File: src/rtl/psram_pkg.sv
// Shared PSRAM definitions: bus widths, arbiter state encoding and the latched
// command payload handed to the controller.
package psram_pkg;

  localparam int unsigned PSRAM_ADDR_W = 22;
  localparam int unsigned PSRAM_DATA_W = 16;

  typedef enum logic [1:0] {
    IDLE  = 2'd0,
    CMD   = 2'd1,
    GUARD = 2'd2,
    WAIT  = 2'd3
  } psram_state_e;

  typedef struct packed {
    logic                    we;
    logic                    byte_wr;
    logic [PSRAM_ADDR_W-1:0] addr;
    logic [PSRAM_DATA_W-1:0] din;
  } psram_cmd_t;

endpackage

File: src/rtl/psram_rr_pick.sv
// Combinational round-robin pick: first requesting port after `last`, wrapping
// modulo NPORTS. Shared by multi-master blocks on the PSRAM side.
module psram_rr_pick #(
  parameter int unsigned NPORTS = 2,
  localparam int unsigned IDX_W = $clog2(NPORTS)
) (
  input  logic [NPORTS-1:0] req,
  input  logic [IDX_W-1:0]  last,
  output logic [IDX_W-1:0]  grant_idx,
  output logic              any
);

  assign any = |req;

  // Scan from the farthest candidate back to last+1 so the nearest one wins.
  always_comb begin
    grant_idx = '0;
    for (int i = NPORTS; i >= 1; i--) begin
      if (req[IDX_W'((32'(last) + 32'(i)) % NPORTS)]) begin
        grant_idx = IDX_W'((32'(last) + 32'(i)) % NPORTS);
      end
    end
  end

endmodule

File: src/rtl/psram_arbiter.sv
// Round-robin arbiter sharing one PSRAM controller between NPORTS requesters,
// with one-cycle strobes, a busy guard cycle and a per-transaction timeout.
module psram_arbiter
  import psram_pkg::*;
#(
  parameter int unsigned NPORTS  = 2,
  parameter int unsigned TIMEOUT = 64
) (
  input  logic                             clk,
  input  logic                             reset,
  input  logic [NPORTS-1:0]                req,
  input  logic [NPORTS-1:0]                req_we,
  input  logic [NPORTS-1:0]                req_byte,
  input  logic [NPORTS*PSRAM_ADDR_W-1:0]   req_addr,
  input  logic [NPORTS*PSRAM_DATA_W-1:0]   req_din,
  output logic [NPORTS-1:0]                ack,
  output logic [NPORTS-1:0]                done,
  output logic [PSRAM_DATA_W-1:0]          rdata,
  output logic                             err,
  output logic                             timeout,
  output logic                             mem_read,
  output logic                             mem_write,
  output logic                             mem_byte_write,
  output logic [PSRAM_ADDR_W-1:0]          mem_addr,
  output logic [PSRAM_DATA_W-1:0]          mem_din,
  input  logic [PSRAM_DATA_W-1:0]          mem_dout,
  input  logic                             mem_busy
);

  localparam int unsigned IDX_W  = $clog2(NPORTS);
  localparam int unsigned WCNT_W = $clog2(TIMEOUT);
  localparam logic [IDX_W-1:0]  LAST_RST = IDX_W'(NPORTS - 1);
  localparam logic [WCNT_W-1:0] WCNT_MAX = WCNT_W'(TIMEOUT - 1);

  psram_cmd_t          req_cmd [NPORTS];
  psram_cmd_t          pick_cmd;
  logic [IDX_W-1:0]    pick_idx;
  logic                pick_any;

  psram_state_e        state_q;
  logic [IDX_W-1:0]    last_q;
  logic [IDX_W-1:0]    gnt_q;
  psram_cmd_t          cmd_q;
  logic [WCNT_W-1:0]   wcnt_q;
  logic [NPORTS-1:0]   ack_q;
  logic [NPORTS-1:0]   done_q;
  logic [PSRAM_DATA_W-1:0] rdata_q;
  logic                err_q;
  logic                timeout_q;
  logic                mem_read_q;
  logic                mem_write_q;

  // Unpack the flat per-port command buses.
  for (genvar p = 0; p < NPORTS; p++) begin : g_unpack
    assign req_cmd[p] = {req_we[p], req_byte[p],
                         req_addr[p*PSRAM_ADDR_W +: PSRAM_ADDR_W],
                         req_din[p*PSRAM_DATA_W +: PSRAM_DATA_W]};
  end

  psram_rr_pick #(
    .NPORTS(NPORTS)
  ) u_pick (
    .req      (req),
    .last     (last_q),
    .grant_idx(pick_idx),
    .any      (pick_any)
  );

  assign pick_cmd = req_cmd[pick_idx];

  always_ff @(posedge clk) begin
    if (reset) begin
      state_q     <= IDLE;
      last_q      <= LAST_RST;
      gnt_q       <= '0;
      cmd_q       <= '0;
      wcnt_q      <= '0;
      ack_q       <= '0;
      done_q      <= '0;
      rdata_q     <= '0;
      err_q       <= 1'b0;
      timeout_q   <= 1'b0;
      mem_read_q  <= 1'b0;
      mem_write_q <= 1'b0;
    end else begin
      ack_q       <= '0;
      done_q      <= '0;
      err_q       <= 1'b0;
      mem_read_q  <= 1'b0;
      mem_write_q <= 1'b0;

      unique case (state_q)
        // Grant only once the controller is idle (covers its init phase).
        IDLE: begin
          if (pick_any && !mem_busy) begin
            gnt_q         <= pick_idx;
            last_q        <= pick_idx;
            cmd_q         <= pick_cmd;
            cmd_q.byte_wr <= pick_cmd.byte_wr & pick_cmd.we;
            ack_q         <= NPORTS'(1) << pick_idx;
            mem_read_q    <= ~pick_cmd.we;
            mem_write_q   <= pick_cmd.we;
            state_q       <= CMD;
          end
        end
        CMD: begin
          state_q <= GUARD;
        end
        // Controller busy is registered, so ignore it for one cycle.
        GUARD: begin
          wcnt_q  <= '0;
          state_q <= WAIT;
        end
        WAIT: begin
          if (!mem_busy) begin
            rdata_q <= mem_dout;
            done_q  <= NPORTS'(1) << gnt_q;
            state_q <= IDLE;
          end else if (wcnt_q == WCNT_MAX) begin
            rdata_q   <= '0;
            done_q    <= NPORTS'(1) << gnt_q;
            err_q     <= 1'b1;
            timeout_q <= 1'b1;
            state_q   <= IDLE;
          end else begin
            wcnt_q <= wcnt_q + WCNT_W'(1);
          end
        end
        default: begin
          state_q <= IDLE;
        end
      endcase
    end
  end

  assign ack            = ack_q;
  assign done           = done_q;
  assign rdata          = rdata_q;
  assign err            = err_q;
  assign timeout        = timeout_q;
  assign mem_read       = mem_read_q;
  assign mem_write      = mem_write_q;
  assign mem_byte_write = cmd_q.byte_wr;
  assign mem_addr       = cmd_q.addr;
  assign mem_din        = cmd_q.din;

endmodule
File: config.mk
export PLATFORM = sky130hd
export DESIGN_NAME = psram_arbiter
export DESIGN_NICKNAME = d
export VERILOG_FILES = /design/src/rtl/psram_pkg.sv /design/src/rtl/psram_rr_pick.sv /design/src/rtl/psram_arbiter.sv
export SDC_FILE = /design/constraint.sdc
export NUM_CORES = 1
export LEC_CHECK = 0
export CAP_MARGIN = 10
export CORE_UTILIZATION = 38
export DETAILED_ROUTE_END_ITERATION = 8
export PLACE_DENSITY = 0.77
export SLEW_MARGIN = 25
export SYNTH_ARGS = -nofsm -noshare
export SYNTH_HDL_FRONTEND = slang
export SYNTH_SLANG_ARGS = --single-unit
File: constraint.sdc
create_clock -name clk -period 1.5 [get_ports clk]
set_input_delay 0.3 -clock clk [delete_from_list [all_inputs] [get_ports clk]]
set_output_delay 0.3 -clock clk [all_outputs]
set_load 0.02 [all_outputs]
==> impl_metrics.py <==
metrics = {
    "status": {
        "status": "finished, violations left",
        "violations": "negative setup slack",
    },
    "setup_path": {
        "worstPathCellList": "clkdlybuf4s50_1 -> or2_1 -> buf_12 -> a21oi_1 -> a311oi_2",
        "max_stage_delay_ns": 0.55,
        "crit_arrival_ns": 1.77,
        "worstPathRequired_ns": 1.76,
        "crit_buf_inv": 2,
        "crit_path_end_kind": "flip-flop",
        "crit_start": "req[0]",
        "crit_type": "primary input to flip-flop",
        "cp_slowest_cell": "clkdlybuf4s50_1",
        "r2r-start": "state_q[0]",
        "endpoint": "mem_byte_write",
        "worstSetupStartpointType": "primary input",
        "cp_num_cells": 5,
        "worstPathMaxFanout": 43,
        "crit_family": "buffers and inverters",
        "r2r_cells": 6,
        "rrSetupSlack_ns": 0,
        "r2r-end": "mem_byte_write",
    },
    "detailed_routing": {
        "wl_per_cell_um": 17.5,
        "drt_iter0_markers": 148,
        "vias_per_cell": 5.45,
        "vias": 3522,
        "drc_errors": 0,
        "drtAntennaViolNets": 0,
        "firstDrtPassIters": 6,
        "routed_wirelength_um": 11300,
    },
    "cts": {
        "path_clk_slew_ns": 0.08,
        "cts_max_level": 3,
        "clock_sinks": 73,
        "hold_buffers": 0,
        "clk_path_buf_depth": 2,
        "numCtsBuffers": 9,
        "cts_tree": "yes",
        "clock_latency_ns": 0.35,
        "root_buffer": "clkbuf_8",
    },
    "yosys": {
        "synthArstFlopShare_pct": 0,
        "avgSynthCellArea_sq_um": 10.2,
        "synth_edf_count": 0,
        "synth_flop_cell": "dfxtp_1",
        "synth.area.top_cells": "dfxtp_1 (41%), a211oi_2 (13%), mux2i_1 (11%)",
        "yosysTopAreaCell": "dfxtp_1",
        "synth_common_cells": "dfxtp_1 (73), a21oi_1 (59), mux2i_1 (41), a211oi_2 (38), nand2_1 (21)",
        "ys_types": 48,
        "syn_area_sq_um": 3590,
        "synth.most_common_cell": "dfxtp_1",
        "ys_ff_latch": 73,
        "ys_warn_count": 0,
        "yosysSeqAreaShare_pct": 40.7,
        "yosysTopAreaCellShare_pct": 40.7,
        "synth.net_count": 457,
        "postSynthCellCount": 351,
    },
    "grt": {
        "grt.total_usage_pct": 20.9,
        "grt-ovfl-total": 0,
        "antenna_found_initial": 0,
        "grt_pass1_wl_um": 16300,
        "grt_max_degree": 44,
        "grt_pass1_vias": 3284,
    },
    "place": {
        "port_buffers": 163,
        "place_hpwl_um": 7500,
        "placedCellCount": 615,
        "place_congestion": 0.772,
    },
    "timing": {
        "setup_viol": 1,
        "setup_slack_ns": -0.00521,
        "slew_headroom_pct": 80.0,
        "whs_ns": 0.234,
        "rsz0062_at_grt": "yes",
        "tightest_slew_ns": 0.298,
        "final_max_slew_viol_count": 0,
        "final_hold_viol_count": 0,
        "period_needed_ns": 1.51,
        "max_clock_freq_ghz": 0.664,
        "skew_ns": 0.0109,
        "period_share_pct": 100,
    },
    "final_layout": {
        "postLayoutCoreUtil_pct": 64.2,
        "area_growth_pct": 64.7,
        "drive_gt1_share_pct": 23.0,
        "stdcell_count": 646,
        "nets": 636,
        "diodes": 0,
        "n_fill_cell": 764,
    },
    "floorplan": {
        "core-area_sq_um": 9200,
        "die_x_um": 99.2,
        "die-area_sq_um": 9830,
        "die_h_um": 99.2,
        "start_util_pct": 39.0,
        "rows": 35,
        "ios": 164,
    },
    "job": {
        "max_cap_viol_count": 0,
    },
    "power": {
        "ir_drop_v": 0.000529,
        "p_per_area_nw_per_um2": 1230,
        "leakagePower_nw": 2.36,
    },
    "hold_path": {
        "hp-class": "primary input to flip-flop",
    },
}
what timing repair did:
| item | CTS | global route |
|---|---|---|
| pin swaps | 0 | 3 |
| setup endpoints to repair | 86 | 55 |
| buffers inserted | 0 | 5 |
| cloned | 0 | 10 |
| gates resized for setup | 69 | 16 |
worst register-to-register path, delay by kind of cell (launching register included):
family / cells / cell delay, ns
buffers and inverters: 2 / 0.31
AOI/OAI and AO/OA: 2 / 0.36
adders and majority gates: 1 / 0.16
DFF: 1 / 0.34
and+or+nand+nor: 1 / 0.25
cell type report:
| class | instances | area, sq um | area share [%] |
|---|---|---|---|
| clock inverters | 4 | 27.5 | 0.466 |
| flip-flops and latches | 73 | 1470 | 24.8 |
| repair buffers | 204 | 2120 | 36.0 |
| multi-input cells | 236 | 1970 | 33.4 |
| clock buffers | 12 | 155 | 2.63 |
| inverters | 6 | 22.5 | 0.381 |
| well taps | 111 | 139 | 2.35 |
registers in the layout, summed over array words and instances, names as in the netlist:
register / flops
mem_din: 16
gnt_q: 1
timeout: 1
wcnt_q: 6
mem_write: 1
err: 1
rdata: 16
done: 2
state_q: 2
mem_byte_write: 1
mem_addr: 22
ack: 2
last_q: 1
mem_read: 1
how the worst min path moves through the flow:
stage | cells after the start | slack [ns] | endpoint | startpoint
after floorplan | 1 | 0.42 | done[0] | gnt_q
after global placement | 1 | 0.45 | done[0] | gnt_q
after detailed placement | 1 | 0.45 | done[0] | gnt_q
after CTS | 2 | 0.21 | timeout | reset
after global routing | 2 | 0.24 | err | reset
final | 2 | 0.23 | timeout | reset
where the power goes:
| group | total, mW | internal (mW) | switching, mW |
|---|---|---|---|
| clock | 1.44 | 0.692 | 0.743 |
| combinational | 3.38 | 1.67 | 1.71 |
| sequential | 2.48 | 2.29 | 0.186 |
through the flow:
step | setup TNS [ns] | setup slack [ns] | total power [mW] | cell area (sq um)
after floorplan | 0 | 0.00360 | 4.34 | 3590
after global routing | -1.14 | -0.0807 | 7.69 | 5910
after CTS | -0.00528 | -0.00528 | 6.87 | 5580
final | -0.00521 | -0.00521 | 7.29 | 5910
after detailed placement | -17.96 | -0.393 | 5.65 | 5460
after global placement | -15.61 | -0.318 | 5.57 | 5460
cell families after synthesis:
group	share of synthesized area, %
AO/OA/AOI/OAI	31.0
adder cells (fa/ha/maj)	1.74
AND/OR/NAND/NOR	8.16
flip-flops	40.7
buffers and inverters	6.87
multiplexers	11.4
metal layers:
metal  part of all wire (%)  vias to the layer above  routed length, um  global-route usage (%)
met5                      0                        -                  0                       0
met4                    2.5                        0                283                    9.50
met3                    6.0                       24                681                    3.79
met2                     49                      132               5500                    35.4
met1                     43                     1672               4850                    26.0
li1                       -                     1694                  -                       -
cells in the final DEF, fill, tap and decap left out, types with 4 or more instances in the layout:
master           Yosys  routed
buf_4                6      21
inv_1                6       4
a21oi_1             59      59
nand2_1             21      20
dlygate4sd2_1        0      63
a211oi_2            38      38
clkdlybuf4s50_1      0      99
dfxtp_1             73      70
a311oi_1            16      15
mux2i_1             41      39
clkbuf_16            0       7
clkbuf_8             0      11
buf_12               0      10
Power figures use the tool's default switching activity.
